$ cat config.mk
export PLATFORM = sky130hd
export DESIGN_NAME = if_id_queue_flat
export DESIGN_NICKNAME = d
export VERILOG_FILES = /design/src/rtl/if_id_queue_pkg.sv /design/src/rtl/if_id_queue_if.sv /design/src/rtl/if_id_queue_sync_fifo.sv /design/src/rtl/if_id_queue.sv /design/src/flat_wrapper.sv
export SDC_FILE = /design/constraint.sdc
export NUM_CORES = 1
export LEC_CHECK = 0
export CAP_MARGIN = 20
export CORE_UTILIZATION = 44
export DETAILED_ROUTE_END_ITERATION = 7
export MAX_ROUTING_LAYER = met4
export PLACE_DENSITY_LB_ADDON = 0.15
export RECOVER_POWER = 25
export SYNTH_ARGS = -nofsm -noshare
export SYNTH_HDL_FRONTEND = slang
export SYNTH_SLANG_ARGS = --single-unit
$ cat constraint.sdc
create_clock -name clock -period 5.5 [get_ports clock]
set_input_delay 0.55 -clock clock [delete_from_list [all_inputs] [get_ports clock]]
set_output_delay 0.55 -clock clock [all_outputs]
set_load 0.02 [all_outputs]
$ cat src/rtl/if_id_queue_pkg.sv
// Shared IF/ID pipeline types: the decode-facing bus, the queue entry and the bubble instruction.
package if_id_queue_pkg;

    localparam logic [31:0] NOP_INSTR = 32'h0000_0013;

    typedef struct packed {
        logic [31:0] pc;
        logic [31:0] instruction;
    } if_id_bus_t;

    typedef struct packed {
        logic [31:0] pc;
        logic [31:0] instr;
    } if_id_entry_t;

    function automatic if_id_bus_t entry_to_bus(input if_id_entry_t e);
        if_id_bus_t b;
        b.pc          = e.pc;
        b.instruction = e.instr;
        return b;
    endfunction

endpackage

$ cat src/rtl/if_id_queue_if.sv
// IF/ID queue signal bundle; master is the IF/ID pipeline side, slave is the queue.
interface if_id_queue_if;
    import if_id_queue_pkg::*;

    logic        if_valid;
    logic [31:0] if_pc;
    logic [31:0] if_instr;
    logic        flush;
    logic        id_stall;
    logic        fetch_stall;
    logic        id_valid;
    if_id_bus_t  if_id_bus_out;
    logic [31:0] stall_count;

    modport master (
        output if_valid, if_pc, if_instr, flush, id_stall,
        input  fetch_stall, id_valid, if_id_bus_out, stall_count
    );

    modport slave (
        input  if_valid, if_pc, if_instr, flush, id_stall,
        output fetch_stall, id_valid, if_id_bus_out, stall_count
    );

endinterface

$ cat src/rtl/if_id_queue_sync_fifo.sv
// Synchronous FIFO with flush; push is refused when full, pop when empty, both when flushing.
module sync_fifo #(
    parameter int WIDTH = 64,
    parameter int DEPTH = 2,
    localparam int AW   = $clog2(DEPTH)
) (
    input  logic             clock,
    input  logic             reset,
    input  logic             push,
    input  logic             pop,
    input  logic             flush,
    input  logic [WIDTH-1:0] wdata,
    output logic [WIDTH-1:0] rdata,
    output logic [AW:0]      count
);

    logic [WIDTH-1:0] mem [DEPTH];
    logic [AW-1:0]    wr_ptr;
    logic [AW-1:0]    rd_ptr;
    logic             full;
    logic             empty;
    logic             do_push;
    logic             do_pop;

    assign full    = (count == (AW+1)'(DEPTH));
    assign empty   = (count == '0);
    assign do_push = push && !full && !flush;
    assign do_pop  = pop && !empty && !flush;
    assign rdata   = mem[rd_ptr];

    // Pointers are exactly AW bits wide, so DEPTH-1 wraps to 0 on its own.
    always_ff @(posedge clock) begin
        if (!reset) begin
            wr_ptr <= '0;
            rd_ptr <= '0;
            count  <= '0;
        end else if (flush) begin
            wr_ptr <= '0;
            rd_ptr <= '0;
            count  <= '0;
        end else begin
            if (do_push) wr_ptr <= wr_ptr + 1'b1;
            if (do_pop)  rd_ptr <= rd_ptr + 1'b1;
            case ({do_push, do_pop})
                2'b10:   count <= count + 1'b1;
                2'b01:   count <= count - 1'b1;
                default: count <= count;
            endcase
        end
    end

    always_ff @(posedge clock) begin
        if (do_push) mem[wr_ptr] <= wdata;
    end

endmodule

$ cat src/rtl/if_id_queue.sv
// IF-to-ID instruction queue: buffers fetched {pc, instr} pairs, presents a NOP bubble when empty,
// back-pressures fetch when full and counts fetch-stall cycles.
module if_id_queue #(
    parameter int          DEPTH     = 2,
    parameter logic [31:0] NOP_INSTR = if_id_queue_pkg::NOP_INSTR
) (
    input logic          clock,
    input logic          reset,
    if_id_queue_if.slave bus
);
    import if_id_queue_pkg::*;

    localparam int AW = $clog2(DEPTH);

    if_id_entry_t wr_entry;
    if_id_entry_t rd_entry;
    logic [AW:0]  count;

    assign wr_entry.pc    = bus.if_pc;
    assign wr_entry.instr = bus.if_instr;

    sync_fifo #(
        .WIDTH ($bits(if_id_entry_t)),
        .DEPTH (DEPTH)
    ) u_fifo (
        .clock (clock),
        .reset (reset),
        .push  (bus.if_valid),
        .pop   (!bus.id_stall),
        .flush (bus.flush),
        .wdata (wr_entry),
        .rdata (rd_entry),
        .count (count)
    );

    // All outputs derive from the registered count and storage, never from id_stall or flush.
    assign bus.fetch_stall = (count == (AW+1)'(DEPTH));
    assign bus.id_valid    = (count != '0);

    always_comb begin
        bus.if_id_bus_out.pc          = 32'h0;
        bus.if_id_bus_out.instruction = NOP_INSTR;
        if (bus.id_valid) bus.if_id_bus_out = entry_to_bus(rd_entry);
    end

    always_ff @(posedge clock) begin
        if (!reset) begin
            bus.stall_count <= '0;
        end else if (bus.fetch_stall && (bus.stall_count != 32'hFFFF_FFFF)) begin
            bus.stall_count <= bus.stall_count + 32'd1;
        end
    end

endmodule

$ cat src/flat_wrapper.sv
// flat-port wrapper written by rule: the top's interface ports become plain ports
module if_id_queue_flat import if_id_queue_pkg::*;
#(
    parameter int          DEPTH     = 2,
    parameter logic [31:0] NOP_INSTR = if_id_queue_pkg::NOP_INSTR
)
  (clock, reset, bus_if_valid, bus_if_pc, bus_if_instr, bus_flush, bus_id_stall, bus_fetch_stall, bus_id_valid, bus_if_id_bus_out, bus_stall_count);
  if_id_queue_if bus_i ();
  input logic clock;
  input logic reset;
  input wire logic [$bits(bus_i.if_valid)-1:0] bus_if_valid;
  input wire logic [$bits(bus_i.if_pc)-1:0] bus_if_pc;
  input wire logic [$bits(bus_i.if_instr)-1:0] bus_if_instr;
  input wire logic [$bits(bus_i.flush)-1:0] bus_flush;
  input wire logic [$bits(bus_i.id_stall)-1:0] bus_id_stall;
  output wire logic [$bits(bus_i.fetch_stall)-1:0] bus_fetch_stall;
  output wire logic [$bits(bus_i.id_valid)-1:0] bus_id_valid;
  output wire logic [$bits(bus_i.if_id_bus_out)-1:0] bus_if_id_bus_out;
  output wire logic [$bits(bus_i.stall_count)-1:0] bus_stall_count;
  assign bus_i.if_valid = bus_if_valid;
  assign bus_i.if_pc = bus_if_pc;
  assign bus_i.if_instr = bus_if_instr;
  assign bus_i.flush = bus_flush;
  assign bus_i.id_stall = bus_id_stall;
  assign bus_fetch_stall = bus_i.fetch_stall;
  assign bus_id_valid = bus_i.id_valid;
  assign bus_if_id_bus_out = bus_i.if_id_bus_out;
  assign bus_stall_count = bus_i.stall_count;
  if_id_queue #(.DEPTH(DEPTH), .NOP_INSTR(NOP_INSTR)) u_core (.clock(clock), .reset(reset), .bus(bus_i));
endmodule
==> metrics.txt <==
status finished with violations; violated checks DRC; deepest clock path buffer count 2; post-synthesis cell type count between 40 and 50; Crit path top cell by count inv_1; Total GRT Usage 18.87%; layout cell share with drive strength beyond 1 6.835%; floorplan row count 44; wire per inst approximately 16 um; critical path startpoint category flop; Detailed Route Iter0 Violations around 280; Clock Sinks 165; Buf/Inv on CP 3; xor and xnor area share after synthesis 1.054%; TritonCTS clock tree done; max-cap viol count 0; Port Buffer Count about 170; CP max FO 34; Core Util, Final roughly 62%; Final Hold Vio Count 0; RSZ-0062 raised after global routing no; Post-CTS Setup Bufs 0; CORE AREA 14640 um^2; DR vias/cell roughly 5.2; Fillers 1134; Overflow after GRT 0; First-pass DRT Iterations 6; CTS hold repair buffers 0; power per cell area between 200 and 300 nW/um^2; Slew @ Worst Pin 0.9258 ns; min cycle time layout between 3 and 4 ns; register area share after synthesis a little under 70%; post-synthesis simple-gate area fraction around an eighth; post-synthesis async set-or-reset flop share 0%; Worst Hold Margin ~0.52 ns; Placer Congestion 0.7683; Final Setup Violations 0; area occupied by multi-input gates 1951 um^2; Resized Gates After CTS 0; Post-Synth Adder-Cell Area less than 1%; CP cell instances nand2b_1, inv_1, nor3b_1, inv_1, nor2_4, buf_4; Syn Std Cell Area 6649 um^2; syn avg cell area between 10 and 15 um^2; Antenna Violating Nets Remaining 0; post-route cell area around 9100 um^2; CP Capture Type flop; largest family of logic cells by synthesized area simple AND/OR/NAND/NOR gates; Top Ports 167; max-slew violation count 0; final wirelength approximately 14000 um; initial antenna violation count 1; Sum Neg Setup Slack 0 ns; largest net degree at the start of global routing 65; Critical Path RT around 5.6 ns; Max Clock Skew around 0.0064 ns; compound-gate portion of the synthesized area between 5 and 6%; post-detail-place hpwl just over 9000 um; Final period util about 56%; H-tree Lvls 4; Layout Nets around 730; synthesized flop and latch total 165; synthesis-to-finish area growth 37.17%; Clock Root Buffer clkbuf_16; Max Fclk around 320 MHz; Storage cell area 4588 um^2; Syn Nets 562; Worst-Skew Late Latency just over 0.4 ns; CP arrival 3.16 ns; CP max-delay cell nor2_4; Num CTS Buffers 17; CP top delay family simple AND/OR/NAND/NOR gates; dpl cell area between 8000 and 9000 um^2; Hold Path Class reg2reg; mux contribution to synthesized area around 10%; DIE AREA between 15000 and 20000 um^2; P_leak about 2.9 nW; Die Y-Extent ~120 um; vias in the first global route around 4500; die width 124.9 um; Main synth FF type edfxtp_1; EDFF count, synth 128; Power Total about 2.7 mW; global-route wire length before repair 22100 um; DR DRC count 24; max_slew headroom between 30% and 40%; VDD IR max around 0.23 mV; CTS clk-pin slew, worst paths about 0.06 ns; worst setup path category reg2reg; max incr delay on CP ~0.73 ns; synthesis warning total 0; vias around 4500; Mapped Cells approximately 490; Initial Util 45.40%
layout make-up:
cell class,count,area share [%]
Antenna cell,1,0.02744
Clock buffer,19,4.747
Clock inverter,13,1.729
Inverter,9,0.3704
Multi-Input combinational cell,296,21.39
Sequential cell,165,50.31
Tap cell,184,2.524
Timing Repair Buffer,171,18.91
final timing paths:
kind / startpoint / to / slack (ns) / cells past startpoint
setup reg to reg: u_core.u_fifo.count[0] / u_core.u_fifo.mem[0][14] / 2.40 / 6
setup / recovery: u_core.u_fifo.count[0] / u_core.u_fifo.mem[0][14] / 2.40 / 6
hold / removal: u_core.bus.stall_count[31] / u_core.bus.stall_count[31] / 0.52 / 2
hold reg to reg: u_core.bus.stall_count[31] / u_core.bus.stall_count[31] / 0.52 / 2
sequential cells by signal (all words and copies together) (netlist names), named ones only:
signal and count:
u_core.u_fifo.wr_ptr 1, u_core.u_fifo.count 2, u_core.bus.stall_count 32, u_core.u_fifo.rd_ptr 1, u_core.u_fifo.mem 128
routing by layer:
layer | vias up | global-route usage (%) | part of all wire [%]
li1 | 2179 | - | -
met1 | 2164 | 22.88 | 44
met2 | 124 | 30.70 | 50
met3 | 15 | 4.424 | 4.7
met4 | 0 | 7.245 | 1.2
met5 | - | - | 0
logic make-up after synthesis:
| kind of cell | count (synthesis) |
|---|---|
| flip-flops | 165 |
| AND/OR/NAND/NOR | 163 |
| multiplexers | 68 |
| AO/OA/AOI/OAI | 55 |
| buffers and inverters | 30 |
| XOR/XNOR | 8 |
| adder cells (fa/ha/maj) | 2 |
cells in the final DEF, fill, tap and decap left out, types with 6 or more instances in the layout:
cell type | synthesis | layout
nand2b_1 | 7 | 7
or4_1 | 6 | 6
nand4_1 | 6 | 6
or3_1 | 19 | 19
edfxtp_1 | 128 | 128
clkbuf_16 | 0 | 17
nand2_1 | 17 | 17
mux2i_1 | 68 | 68
nand3_1 | 14 | 14
dfxtp_1 | 37 | 36
a21oi_1 | 19 | 19
o21ai_0 | 11 | 11
inv_1 | 8 | 8
nor2_1 | 73 | 71
clkdlybuf4s50_1 | 0 | 117
o21ai_1 | 7 | 7
dlygate4sd3_1 | 0 | 49
power breakdown:
part / leakage, nW / total [mW] / switching [mW] / internal (mW)
combinational: 1.10 / 0.155 / 0.0793 / 0.0762
sequential: 1.47 / 1.38 / 0.00757 / 1.37
clock: 0.288 / 1.17 / 0.453 / 0.713
stage by stage:
step                setup WS, ns  std cells
floorplan                  1.171        491
global placement           2.365        823
detailed placement         2.248        823
CTS                        2.303        855
global route               2.151        858
finish                     2.403        858
Yosys cell counts, drive strengths merged, types with 2 or more instances:
library cell	instances	share of area, %
xnor2	4	0.53
xor2	4	0.53
o311ai	2	0.38
and3	4	0.38
nor4	5	0.66
o211ai	3	0.34
nand4	6	0.56
nor3	4	0.30
or3	19	1.8
a21oi	20	1.6
and4	2	0.26
o31ai	5	0.77
dfxtp	37	11
nand2	17	0.96
nor2	73	4.1
buf	4	0.49
inv	8	0.45
o21a	2	0.23
ha	2	0.38
clkbuf	17	0.96
nand3	16	1.4
edfxtp	128	58
or4	7	0.85
mux2i	68	10
o21ai	18	1.4
nand2b	7	0.66
worst min-delay path, cell delays in order, from the launching register on:
cell and delay [ns]:
dfxtp_1 0.33, o31ai_1 0.07, a21oi_1 0.06
Power figures use the tool's default switching activity.
